**src/rtl/down_counter_pkg.sv**
```systemverilog
// Shared definitions for the down counter sequencer: state encoding and default width.
package down_counter_pkg;

    // Sequencer states; the encoding is fixed so that external checkers can decode it.
    typedef enum logic [1:0] {
        IDLE  = 2'd0,
        COUNT = 2'd1,
        DONE  = 2'd2
    } state_e;

    localparam int DEFAULT_WIDTH = 3;

endpackage : down_counter_pkg

```
**src/rtl/tick_prescaler.sv**
```systemverilog
// Divides the clock into one-cycle ticks every PRESCALE cycles while enabled.
// The counter sits at 0 whenever it is disabled or cleared, so a fresh count always
// gets a full PRESCALE period before its first tick.
module tick_prescaler #(
    parameter int PRESCALE = 1
) (
    input  logic clk,
    input  logic rst,
    input  logic en,
    input  logic clr,
    output logic tick
);

    localparam int CW = (PRESCALE > 1) ? $clog2(PRESCALE) : 1;
    localparam logic [CW-1:0] LAST = CW'(PRESCALE - 1);

    logic [CW-1:0] cnt_q;
    logic [CW-1:0] cnt_d;

    // Tick on the last count of each period; PRESCALE = 1 ticks on every enabled cycle.
    always_comb begin
        tick = en && (cnt_q == LAST);
    end

    // Next count: hold at 0 when idle or cleared, wrap to 0 after a tick.
    always_comb begin
        cnt_d = cnt_q;
        if (clr || !en) begin
            cnt_d = '0;
        end else if (tick) begin
            cnt_d = '0;
        end else begin
            cnt_d = cnt_q + CW'(1);
        end
    end

    // Prescaler count register.
    always_ff @(posedge clk) begin
        if (rst) begin
            cnt_q <= '0;
        end else begin
            cnt_q <= cnt_d;
        end
    end

endmodule : tick_prescaler

```
**src/rtl/down_counter_sequencer.sv**
```systemverilog
// Down counter sequencer: loads a start value, counts down to zero at the
// prescaled tick rate, pulses done for one cycle, then idles or reloads.
//
// Control protocol: start is a request with no acknowledge; it is honoured only
// when busy is low (IDLE), and load_val/periodic are captured on that same edge.
// A start seen while busy is dropped. stop aborts any active count without a done
// pulse and takes priority over start; in IDLE stop does nothing.
module down_counter_sequencer
    import down_counter_pkg::*;
#(
    parameter int WIDTH    = DEFAULT_WIDTH,
    parameter int PRESCALE = 1
) (
    input  logic             clk,
    input  logic             rst,
    input  logic             start,
    input  logic [WIDTH-1:0] load_val,
    input  logic             periodic,
    input  logic             stop,
    output logic [WIDTH-1:0] q,
    output logic             busy,
    output logic             done
);

    // state_q is the observable FSM state for checkers and debug.
    state_e           state_q;
    state_e           state_d;
    logic [WIDTH-1:0] q_q;
    logic [WIDTH-1:0] q_d;
    logic [WIDTH-1:0] load_r_q;
    logic [WIDTH-1:0] load_r_d;
    logic             per_r_q;
    logic             per_r_d;
    logic             pre_en;
    logic             pre_clr;
    logic             tick;

    tick_prescaler #(
        .PRESCALE (PRESCALE)
    ) u_tick_prescaler (
        .clk  (clk),
        .rst  (rst),
        .en   (pre_en),
        .clr  (pre_clr),
        .tick (tick)
    );

    // Prescaler only runs while counting.
    always_comb begin
        pre_en = (state_q == COUNT);
    end

    // Next-state, count and captured-parameter logic.
    always_comb begin
        state_d  = state_q;
        q_d      = q_q;
        load_r_d = load_r_q;
        per_r_d  = per_r_q;
        pre_clr  = 1'b0;
        case (state_q)
            IDLE: begin
                if (start) begin
                    load_r_d = load_val;
                    per_r_d  = periodic;
                    q_d      = load_val;
                    pre_clr  = 1'b1;
                    state_d  = (load_val == '0) ? DONE : COUNT;
                end
            end
            COUNT: begin
                if (stop) begin
                    state_d = IDLE;
                    q_d     = '0;
                end else if (tick && (q_q != '0)) begin
                    q_d = q_q - WIDTH'(1);
                    if (q_q == WIDTH'(1)) begin
                        state_d = DONE;
                    end
                end
            end
            DONE: begin
                if (stop) begin
                    state_d = IDLE;
                    q_d     = '0;
                end else if (per_r_q) begin
                    q_d     = load_r_q;
                    pre_clr = 1'b1;
                    state_d = (load_r_q == '0) ? DONE : COUNT;
                end else begin
                    state_d = IDLE;
                    q_d     = '0;
                end
            end
            default: begin
                state_d = IDLE;
                q_d     = '0;
            end
        endcase
    end

    // State, count and captured-parameter registers.
    always_ff @(posedge clk) begin
        if (rst) begin
            state_q  <= IDLE;
            q_q      <= '0;
            load_r_q <= '0;
            per_r_q  <= 1'b0;
        end else begin
            state_q  <= state_d;
            q_q      <= q_d;
            load_r_q <= load_r_d;
            per_r_q  <= per_r_d;
        end
    end

    // Outputs come straight from registers and the state decode.
    always_comb begin
        q    = q_q;
        busy = (state_q != IDLE);
        done = (state_q == DONE);
    end

endmodule : down_counter_sequencer

```
**config.mk**
```make
export PLATFORM = sky130hd
export DESIGN_NAME = down_counter_sequencer
export DESIGN_NICKNAME = d
export VERILOG_FILES = /design/src/rtl/down_counter_pkg.sv /design/src/rtl/tick_prescaler.sv /design/src/rtl/down_counter_sequencer.sv
export SDC_FILE = /design/constraint.sdc
export NUM_CORES = 1
export LEC_CHECK = 0
export ABC_AREA = 0
export CAP_MARGIN = 20
export CORE_MARGIN = 2
export CORE_UTILIZATION = 40
export DETAILED_ROUTE_END_ITERATION = 10
export PLACE_DENSITY = 0.64
export REMOVE_ABC_BUFFERS = 1
export SYNTH_ARGS = -nofsm -noshare
export SYNTH_HDL_FRONTEND = slang
export SYNTH_SLANG_ARGS = --single-unit
```
**constraint.sdc**
```tcl
create_clock -name clk -period 4.1 [get_ports clk]
set_input_delay 1.23 -clock clk [delete_from_list [all_inputs] [get_ports clk]]
set_output_delay 1.23 -clock clk [all_outputs]
set_load 0.02 [all_outputs]
```
==> impl_results.html, run 1 <==
<table>
<tr><th>Metric</th><th>Value</th></tr>
<tr><th colspan="2">Status</th></tr>
<tr><td>Outcome</td><td>finished, final reports clean</td></tr>
<tr><th colspan="2">Routing</th></tr>
<tr><td>Via/cell ratio</td><td>5.67</td></tr>
<tr><td>Count of unresolved DRC violations after routing</td><td>0</td></tr>
<tr><td>Detail-routed net length per standard cell</td><td>13.4 um</td></tr>
<tr><td>Pre-antenna DRT Iters</td><td>4</td></tr>
<tr><td>Number of DRC violations after detailed-routing iteration 0</td><td>21</td></tr>
<tr><td>Overall via count from detail_route</td><td>533</td></tr>
<tr><td>Remaining number of nets flagged by the antenna check after routing</td><td>0</td></tr>
<tr><td>Routed wire length</td><td>1.26 mm</td></tr>
<tr><th colspan="2">Timing</th></tr>
<tr><td>Final setup fails</td><td>0</td></tr>
<tr><td>Final Max Tran Viols</td><td>0</td></tr>
<tr><td>Setup repair after global routing missed its margin</td><td>no</td></tr>
<tr><td>Total Negative Setup Slacks</td><td>0 ps</td></tr>
<tr><td>Max-slew headroom</td><td>0.629</td></tr>
<tr><td>Clock period minus final worst setup slack</td><td>2890 ps</td></tr>
<tr><td>Final number of hold-violating endpoints</td><td>0</td></tr>
<tr><td>Worst slack on hold paths</td><td>496 ps</td></tr>
<tr><td>Worst slew pin tran</td><td>552 ps</td></tr>
<tr><td>Highest achievable clock rate</td><td>345 MHz</td></tr>
<tr><td>Final Cycle Share</td><td>0.706</td></tr>
<tr><td>Worst setup skew after layout</td><td>5.87 ps</td></tr>
<tr><th colspan="2">Setup path</th></tr>
<tr><td>WP data arrival</td><td>1660 ps</td></tr>
<tr><td>Crit-path cells</td><td>inv_1 &gt; nor2_1 &gt; clkdlybuf4s50_1</td></tr>
<tr><td>Biggest fanout along the worst timing path</td><td>9</td></tr>
<tr><td>Crit path buffers/inverters</td><td>2</td></tr>
<tr><td>Flop2flop setup slack</td><td>2520 ps</td></tr>
<tr><td>Top cell family by delay on the critical path</td><td>buffers and inverters</td></tr>
<tr><td>Worst setup path class</td><td>reg -&gt; out</td></tr>
<tr><td>Launch instance of the worst register-to-register path</td><td>q[0]</td></tr>
<tr><td>Required time at the endpoint of the critical path</td><td>2870 ps</td></tr>
<tr><td>Largest stage delay, worst path</td><td>610 ps</td></tr>
<tr><td>Worst setup path start</td><td>state_q[1]</td></tr>
<tr><td>Cell at the slowest stage of the critical path</td><td>sky130_fd_sc_hd__clkdlybuf4s50_1</td></tr>
<tr><td>Critical Path Source Type</td><td>flip-flop</td></tr>
<tr><td>Nature of the critical path endpoint</td><td>primary output</td></tr>
<tr><th colspan="2">CTS</th></tr>
<tr><td>Clk buf depth</td><td>2</td></tr>
<tr><td>Quantity of gates resized following cts</td><td>0</td></tr>
<tr><td>Worst-path clk slew</td><td>80 ps</td></tr>
<tr><td>Clock buffer count from CTS</td><td>3</td></tr>
<tr><td>Clock latency of the later-clocked register in the worst-skew pair</td><td>270 ps</td></tr>
<tr><td>Clock net sink count</td><td>10</td></tr>
<tr><td>Total setup buffers inserted after CTS</td><td>0</td></tr>
<tr><td>Quantity of hold-fixing buffers added after cts</td><td>0</td></tr>
<tr><td>CTS Root Cell</td><td>sky130_fd_sc_hd__clkbuf_4</td></tr>
<tr><td>Clock tree from TritonCTS</td><td>yes</td></tr>
<tr><td>Number of H-tree levels</td><td>1</td></tr>
<tr><th colspan="2">Finish</th></tr>
<tr><td>Inserted Diodes</td><td>0</td></tr>
<tr><td>Layout Cell Area excl Fill</td><td>741 um^2</td></tr>
<tr><td>Share of layout cells above drive strength 1</td><td>0.0759</td></tr>
<tr><td>Area growth syn-to-layout</td><td>23.6%</td></tr>
<tr><td>Layout net count</td><td>91</td></tr>
<tr><td>Non-filler instance count after layout</td><td>94</td></tr>
<tr><td>Most common library cell in the layout ignoring fill and taps</td><td>sky130_fd_sc_hd__clkdlybuf4s50_1</td></tr>
<tr><td># fillers</td><td>115</td></tr>
<tr><td>Top library cells by usage in the layout, fill and taps aside</td><td>sky130_fd_sc_hd__clkdlybuf4s50_1, sky130_fd_sc_hd__dfxtp_1, sky130_fd_sc_hd__nor2_1</td></tr>
<tr><th colspan="2">Floorplan</th></tr>
<tr><td>Count of boundary I/O pins</td><td>13</td></tr>
<tr><td>Die outline area</td><td>0.00182 mm^2</td></tr>
<tr><td>Starting Density</td><td>0.444</td></tr>
<tr><td>Die width</td><td>42.7 um</td></tr>
<tr><td>Std-Cell Core Area</td><td>0.00135 mm^2</td></tr>
<tr><td>Chip height</td><td>42.7 um</td></tr>
<tr><td># rows</td><td>13</td></tr>
<tr><th colspan="2">Logic synthesis</th></tr>
<tr><td>Synth Cell Area</td><td>599 um^2</td></tr>
<tr><td>Number of instances in the synthesized netlist</td><td>67</td></tr>
<tr><td>Largest cells by area after synthesis</td><td>sky130_fd_sc_hd__dfxtp_1, sky130_fd_sc_hd__mux2i_1, sky130_fd_sc_hd__ha_1</td></tr>
<tr><td>Sequential element share of the synthesized area</td><td>0.334</td></tr>
<tr><td>Post-Syn Area per Cell</td><td>8.95 um^2</td></tr>
<tr><td>Yosys top cell area share</td><td>0.334</td></tr>
<tr><td>Yosys synthesis warning count</td><td>0</td></tr>
<tr><td>Synth unique cells</td><td>32</td></tr>
<tr><td>Synth area leader</td><td>sky130_fd_sc_hd__dfxtp_1</td></tr>
<tr><td>Number of flip-flops and latches in the synthesized netlist</td><td>10</td></tr>
<tr><th colspan="2">GRT</th></tr>
<tr><td>Vias in the first global route</td><td>455</td></tr>
<tr><td>Global-route wire length before repair</td><td>2.13 mm</td></tr>
<tr><td>Remaining global-route overflow</td><td>0</td></tr>
<tr><td>Global-route usage over all layers</td><td>0.153</td></tr>
<tr><td>Initial antenna violation count</td><td>0</td></tr>
<tr><td>Pin count of the biggest net entering global routing</td><td>12</td></tr>
<tr><th colspan="2">Placement</th></tr>
<tr><td>Global placer's final weighted congestion</td><td>0.856</td></tr>
<tr><td>Instance count after placement with tap cells included</td><td>90</td></tr>
<tr><td>Standard cell area after detailed placement</td><td>704 um^2</td></tr>
<tr><td>Number of buffer cells added on primary ports</td><td>12</td></tr>
<tr><td>Dpl hpwl</td><td>916 um</td></tr>
<tr><th colspan="2">Power and ir drop</th></tr>
<tr><td>Largest voltage drop on the vdd net</td><td>0.231 mV</td></tr>
<tr><td>LEAKAGE</td><td>0.000274 uW</td></tr>
<tr><td>Areal power density over the cells</td><td>388 mW/mm^2</td></tr>
<tr><th colspan="2">Worst hold path</th></tr>
<tr><td>Worst Hold Launch</td><td>q[1]</td></tr>
<tr><td>Type of the most critical hold path</td><td>reg -&gt; reg</td></tr>
<tr><th colspan="2">Flow run</th></tr>
<tr><td>Max-capacitance violation count</td><td>0</td></tr>
</table>
==> cells by family (layout without fill, tap and decap cells) <==
group                      Yosys count  count (layout)  share of synthesized area
DFF                                 10              10                      0.334
adders and majority gates            3               3                     0.0626
other                                1               1                    0.00626
buffers and inverters                8              20                     0.0814
muxes                                4               4                     0.0668
AOI/OAI and AO/OA                   19              19                      0.217
xor gates and xnor gates             1               1                     0.0146
and+or+nand+nor                     21              21                      0.217
==> worst paths after layout <==
| path | endpoint | depth (start not counted) |
|---|---|---|
| worst max-delay path | done | 3 |
| worst min-delay path | q[1] | 2 |
| worst max register to register | q[1] | 6 |
| worst min register to register | q[1] | 2 |
==> worst register-to-register path, delay by kind of cell, from the launching register on <==
family / cells / cell delay, ps
AOI/OAI and AO/OA: 2 / 330
and+or+nand+nor: 2 / 410
buffers and inverters: 1 / 90
adders and majority gates: 1 / 310
DFF: 1 / 370
==> synthesized netlist by cell type <==
| cell | instances |
|---|---|
| sky130_fd_sc_hd__o22ai_1 | 1 |
| sky130_fd_sc_hd__mux2i_1 | 4 |
| sky130_fd_sc_hd__nand2_1 | 1 |
| sky130_fd_sc_hd__a221o_1 | 2 |
| sky130_fd_sc_hd__nor4b_1 | 2 |
| sky130_fd_sc_hd__nor2_1 | 6 |
| sky130_fd_sc_hd__nand3_1 | 2 |
| sky130_fd_sc_hd__nor3_1 | 3 |
| sky130_fd_sc_hd__a211oi_1 | 1 |
| sky130_fd_sc_hd__o41ai_1 | 1 |
| sky130_fd_sc_hd__inv_1 | 4 |
| sky130_fd_sc_hd__nand2b_1 | 2 |
| sky130_fd_sc_hd__conb_1 | 1 |
| sky130_fd_sc_hd__nor3b_2 | 1 |
| sky130_fd_sc_hd__a22o_1 | 1 |
| sky130_fd_sc_hd__o211ai_1 | 1 |
| sky130_fd_sc_hd__nor3b_1 | 1 |
| sky130_fd_sc_hd__a21oi_1 | 4 |
| sky130_fd_sc_hd__buf_6 | 2 |
| sky130_fd_sc_hd__and4bb_4 | 1 |
| sky130_fd_sc_hd__o31ai_1 | 1 |
| sky130_fd_sc_hd__o21ai_0 | 4 |
| sky130_fd_sc_hd__buf_1 | 1 |
| sky130_fd_sc_hd__buf_4 | 1 |
| sky130_fd_sc_hd__xnor2_1 | 1 |
| sky130_fd_sc_hd__dfxtp_1 | 10 |
| sky130_fd_sc_hd__a22oi_1 | 1 |
| sky130_fd_sc_hd__ha_1 | 3 |
| sky130_fd_sc_hd__a311oi_1 | 1 |
| sky130_fd_sc_hd__nor2b_1 | 1 |
| sky130_fd_sc_hd__o21a_1 | 1 |
| sky130_fd_sc_hd__and2_1 | 1 |
==> state kept, by name (all words and copies together), names as in the netlist <==
name                    cells
per_r_q                     1
u_tick_prescaler.cnt_q      1
state_q                     2
q                           3
load_r_q                    3
==> metal layers <==
layer	track usage	wire length [um]
met4	0.0188	0
met2	0.215	552
met3	0.0638	70
met1	0.221	632
met5	0	0
==> area by class of cell <==
class | count | area [um^2] | share of cell area
timing repair buffer | 12 | 120 | 0.162
multi-input combinational | 49 | 350 | 0.473
sequential | 10 | 200 | 0.270
clock buffer | 4 | 36.3 | 0.0490
tap | 15 | 18.8 | 0.0253
inverter | 4 | 15.0 | 0.0203
==> through the flow <==
stage | utilization | power, uW | worst slack, ps
after floorplan | - | 165 | 2010
after CTS | 0.549 | 287 | 1220
after global placement | 0.522 | 196 | 1480
after global routing | 0.549 | 303 | 1150
after detailed placement | 0.522 | 196 | 1460
final | 0.549 | 287 | 1210
==> report_power, final <==
part | internal [uW] | total [uW] | switching (uW)
Sequential | 106 | 116 | 10.3
Combinational | 39.7 | 78.3 | 38.6
Clock | 54.0 | 92.7 | 38.7
Total | 200 | 287 | 87.6
No activity file was read; power rests on OpenSTA's default activity.
==> run 2, diff against run 1 <==
--- a/config.mk
+++ b/config.mk
@@ -10,7 +10,7 @@
 export CORE_MARGIN = 2
 export CORE_UTILIZATION = 40
 export DETAILED_ROUTE_END_ITERATION = 10
-export PLACE_DENSITY = 0.64
+export PLACE_DENSITY = 0.67
 export REMOVE_ABC_BUFFERS = 1
 export SYNTH_ARGS = -nofsm -noshare
 export SYNTH_HDL_FRONTEND = slang
==> constraint.sdc (replaced) <==
create_clock -name clk -period 2.4 [get_ports clk]
set_input_delay 0.72 -clock clk [delete_from_list [all_inputs] [get_ports clk]]
set_output_delay 0.72 -clock clk [all_outputs]
set_load 0.02 [all_outputs]
==> run 2 against run 1 <==
Compared with the run above: global-route usage is 0.82 points higher; power up 69%; non-clock buffer count is the same; sequential share of layout area grew 0.25 points; cell count is the same; clock power is 63% higher; worst setup slack worse by 1100 ps; routed wire length rose by 3.5%; final area grew 0.34%; critical path type unchanged; largest cell class unchanged; highest routed layer is now met4.
==> impl_results.html, run 2 (same netlist as run 1, synthesis figures left out) <==
<table>
<tr><th>Metric</th><th>Value</th></tr>
<tr><th colspan="2">Timing</th></tr>
<tr><td>Worst slew pin tran</td><td>541 ps (-11.1 ps)</td></tr>
<tr><td>Final Max Tran Viols</td><td>0 (unchanged)</td></tr>
<tr><td>Total Negative Setup Slacks</td><td>0 ps (unchanged)</td></tr>
<tr><td>Final setup fails</td><td>0 (unchanged)</td></tr>
<tr><td>Final Cycle Share</td><td>0.940</td></tr>
<tr><td>Highest achievable clock rate</td><td>443 MHz</td></tr>
<tr><td>Clock period minus final worst setup slack</td><td>2260 ps</td></tr>
<tr><td>Max-slew headroom</td><td>0.636 (+0.00743)</td></tr>
<tr><td>Final number of hold-violating endpoints</td><td>0 (unchanged)</td></tr>
<tr><td>Worst slack on hold paths</td><td>497 ps (+1.34 ps)</td></tr>
<tr><td>Setup repair after global routing missed its margin</td><td>no</td></tr>
<tr><td>Worst setup skew after layout</td><td>0.229 ps (-5.64 ps)</td></tr>
<tr><th colspan="2">Finish</th></tr>
<tr><td>Total area of multi-input combinational cells</td><td>350 um^2 (unchanged)</td></tr>
<tr><td>Share of layout cells above drive strength 1</td><td>0.101 (+0.0253)</td></tr>
<tr><td>Area used by sequential logic in the layout</td><td>203 um^2 (+1.2%)</td></tr>
<tr><td>Top library cells by usage in the layout, fill and taps aside</td><td>sky130_fd_sc_hd__clkdlybuf4s50_1, sky130_fd_sc_hd__dfxtp_1, sky130_fd_sc_hd__nor2_1</td></tr>
<tr><td># fillers</td><td>119 (+3.5%)</td></tr>
<tr><td>Non-filler instance count after layout</td><td>94 (unchanged)</td></tr>
<tr><td>Most common library cell in the layout ignoring fill and taps</td><td>sky130_fd_sc_hd__clkdlybuf4s50_1</td></tr>
<tr><td>Layout net count</td><td>91 (unchanged)</td></tr>
<tr><td>Inserted Diodes</td><td>0 (unchanged)</td></tr>
<tr><td>Area growth syn-to-layout</td><td>24.0%</td></tr>
<tr><th colspan="2">Routing</th></tr>
<tr><td>Count of unresolved DRC violations after routing</td><td>0 (unchanged)</td></tr>
<tr><td>Remaining number of nets flagged by the antenna check after routing</td><td>0 (unchanged)</td></tr>
<tr><td>Routed wire length</td><td>1.30 mm (+3.5%)</td></tr>
<tr><td>Number of DRC violations after detailed-routing iteration 0</td><td>11 (-48%)</td></tr>
<tr><td>Via/cell ratio</td><td>5.79 (+2.1%)</td></tr>
<tr><td>Pre-antenna DRT Iters</td><td>5 (+1)</td></tr>
<tr><td>Overall via count from detail_route</td><td>544 (+2.1%)</td></tr>
<tr><td>Detail-routed net length per standard cell</td><td>13.8 um (+3.5%)</td></tr>
<tr><th colspan="2">CTS</th></tr>
<tr><td>Total setup buffers inserted after CTS</td><td>0 (unchanged)</td></tr>
<tr><td>Worst-path clk slew</td><td>70 ps (about the same)</td></tr>
<tr><td>Clock buffer count from CTS</td><td>3 (unchanged)</td></tr>
<tr><td>Number of H-tree levels</td><td>1 (unchanged)</td></tr>
<tr><td>Clock latency of the later-clocked register in the worst-skew pair</td><td>260 ps (about the same)</td></tr>
<tr><td>CTS Root Cell</td><td>sky130_fd_sc_hd__clkbuf_4</td></tr>
<tr><td>Quantity of hold-fixing buffers added after cts</td><td>0 (unchanged)</td></tr>
<tr><td>Quantity of gates resized following cts</td><td>0 (unchanged)</td></tr>
<tr><td>Clock tree from TritonCTS</td><td>yes</td></tr>
<tr><td>Clock net sink count</td><td>10 (unchanged)</td></tr>
<tr><td>Clk buf depth</td><td>2 (unchanged)</td></tr>
<tr><th colspan="2">Floorplan</th></tr>
<tr><td>Starting Density</td><td>0.444 (unchanged)</td></tr>
<tr><td># rows</td><td>13 (unchanged)</td></tr>
<tr><td>Die outline area</td><td>0.00182 mm^2 (unchanged)</td></tr>
<tr><td>Chip height</td><td>42.7 um (unchanged)</td></tr>
<tr><td>Count of boundary I/O pins</td><td>13 (unchanged)</td></tr>
<tr><td>Std-Cell Core Area</td><td>0.00135 mm^2 (unchanged)</td></tr>
<tr><td>Die width</td><td>42.7 um (unchanged)</td></tr>
<tr><th colspan="2">Setup path</th></tr>
<tr><td>Biggest fanout along the worst timing path</td><td>9 (unchanged)</td></tr>
<tr><td>Critical Path Source Type</td><td>flip-flop</td></tr>
<tr><td>Flop2flop setup slack</td><td>870 ps (-1650 ps)</td></tr>
<tr><td>Worst setup path class</td><td>reg -&gt; out</td></tr>
<tr><td>Cell at the slowest stage of the critical path</td><td>sky130_fd_sc_hd__clkdlybuf4s50_1</td></tr>
<tr><td>Required time at the endpoint of the critical path</td><td>1680 ps (-1190 ps)</td></tr>
<tr><td>Largest stage delay, worst path</td><td>540 ps (-70 ps)</td></tr>
<tr><td>WP data arrival</td><td>1540 ps (-120 ps)</td></tr>
<tr><td>Crit-path cells</td><td>nor2_1 &gt; inv_1 &gt; clkdlybuf4s50_1</td></tr>
<tr><td>Nature of the critical path endpoint</td><td>primary output</td></tr>
<tr><th colspan="2">Power and ir drop</th></tr>
<tr><td>LEAKAGE</td><td>0.000275 uW (+0.26%)</td></tr>
<tr><td>Largest voltage drop on the vdd net</td><td>0.508 mV (+120%)</td></tr>
<tr><td>Areal power density over the cells</td><td>653 mW/mm^2 (+68%)</td></tr>
<tr><th colspan="2">GRT</th></tr>
<tr><td>Vias in the first global route</td><td>506 (+11%)</td></tr>
<tr><td>Global-route wire length before repair</td><td>2.17 mm (+1.9%)</td></tr>
<tr><td>Global-route usage over all layers</td><td>0.161 (+0.00818)</td></tr>
<tr><td>Remaining global-route overflow</td><td>0 (unchanged)</td></tr>
<tr><td>Initial antenna violation count</td><td>0 (unchanged)</td></tr>
<tr><td>Pin count of the biggest net entering global routing</td><td>12 (unchanged)</td></tr>
<tr><th colspan="2">Flow run</th></tr>
<tr><td>Max-capacitance violation count</td><td>0 (unchanged)</td></tr>
<tr><th colspan="2">Status</th></tr>
<tr><td>Outcome</td><td>finished, final reports clean</td></tr>
<tr><th colspan="2">Placement</th></tr>
<tr><td>Instance count after placement with tap cells included</td><td>90 (unchanged)</td></tr>
<tr><td>Dpl hpwl</td><td>968 um (+5.7%)</td></tr>
<tr><td>Global placer's final weighted congestion</td><td>0.825 (-3.7%)</td></tr>
<tr><td>Number of buffer cells added on primary ports</td><td>12 (unchanged)</td></tr>
<tr><th colspan="2">Worst hold path</th></tr>
<tr><td>Type of the most critical hold path</td><td>reg -&gt; reg</td></tr>
</table>
run 2: cell count changes in the layout (fill, tap and decap cells not counted):
cell,delta
sky130_fd_sc_hd__dfxtp_2,+2
sky130_fd_sc_hd__dfxtp_1,-2
run 2: per-stage QoR:
step | cell area [um^2] | utilization | total power [uW] | setup WS, ps
after floorplan | 566 | - | 282 | 823
after global placement | 704 | 0.522 | 334 | 296
after detailed placement | 704 | 0.522 | 334 | 259
after CTS | 741 | 0.549 | 488 | 29.8
after global routing | 743 | 0.551 | 515 | 94.6
final | 743 | 0.551 | 485 | 144
run 2: metal layers:
metal | GRT usage | routed length, um | part of all wire
met2 | 0.236 | 594 | 0.46
met3 | 0.0809 | 109 | 0.084
met1 | 0.201 | 566 | 0.44
met5 | 0 | 0 | 0
met4 | 0.0563 | 29 | 0.022
run 2: critical path, delay by kind of cell, from the launching register on:
family | cells | cell delay, ps
buffers and inverters | 2 | 620
and+or+nand+nor | 1 | 270
DFF | 1 | 370
run 2: report_power, final:
part | switching (uW) | leakage [uW] | internal, uW
Combinational | 67.0 | 0.000171 | 67.7
Sequential | 17.8 | 0.0000832 | 182
Clock | 59.0 | 0.0000210 | 92.1
Total | 144 | 0.000275 | 341
run 2: cell type report:
type	count	share of cell area
Sequential cell	10	0.273
Clock buffer	4	0.0488
Inverter	4	0.0202
Multi-Input combinational cell	49	0.471
Tap cell	15	0.0253
Timing Repair Buffer	12	0.162
run 2: worst paths after layout:
check             startpoint    to  cells past startpoint
setup reg to reg        q[0]  q[1]                      6
hold reg to reg         q[1]  q[1]                      2
hold / removal          q[1]  q[1]                      2
setup / recovery  state_q[1]  busy                      3
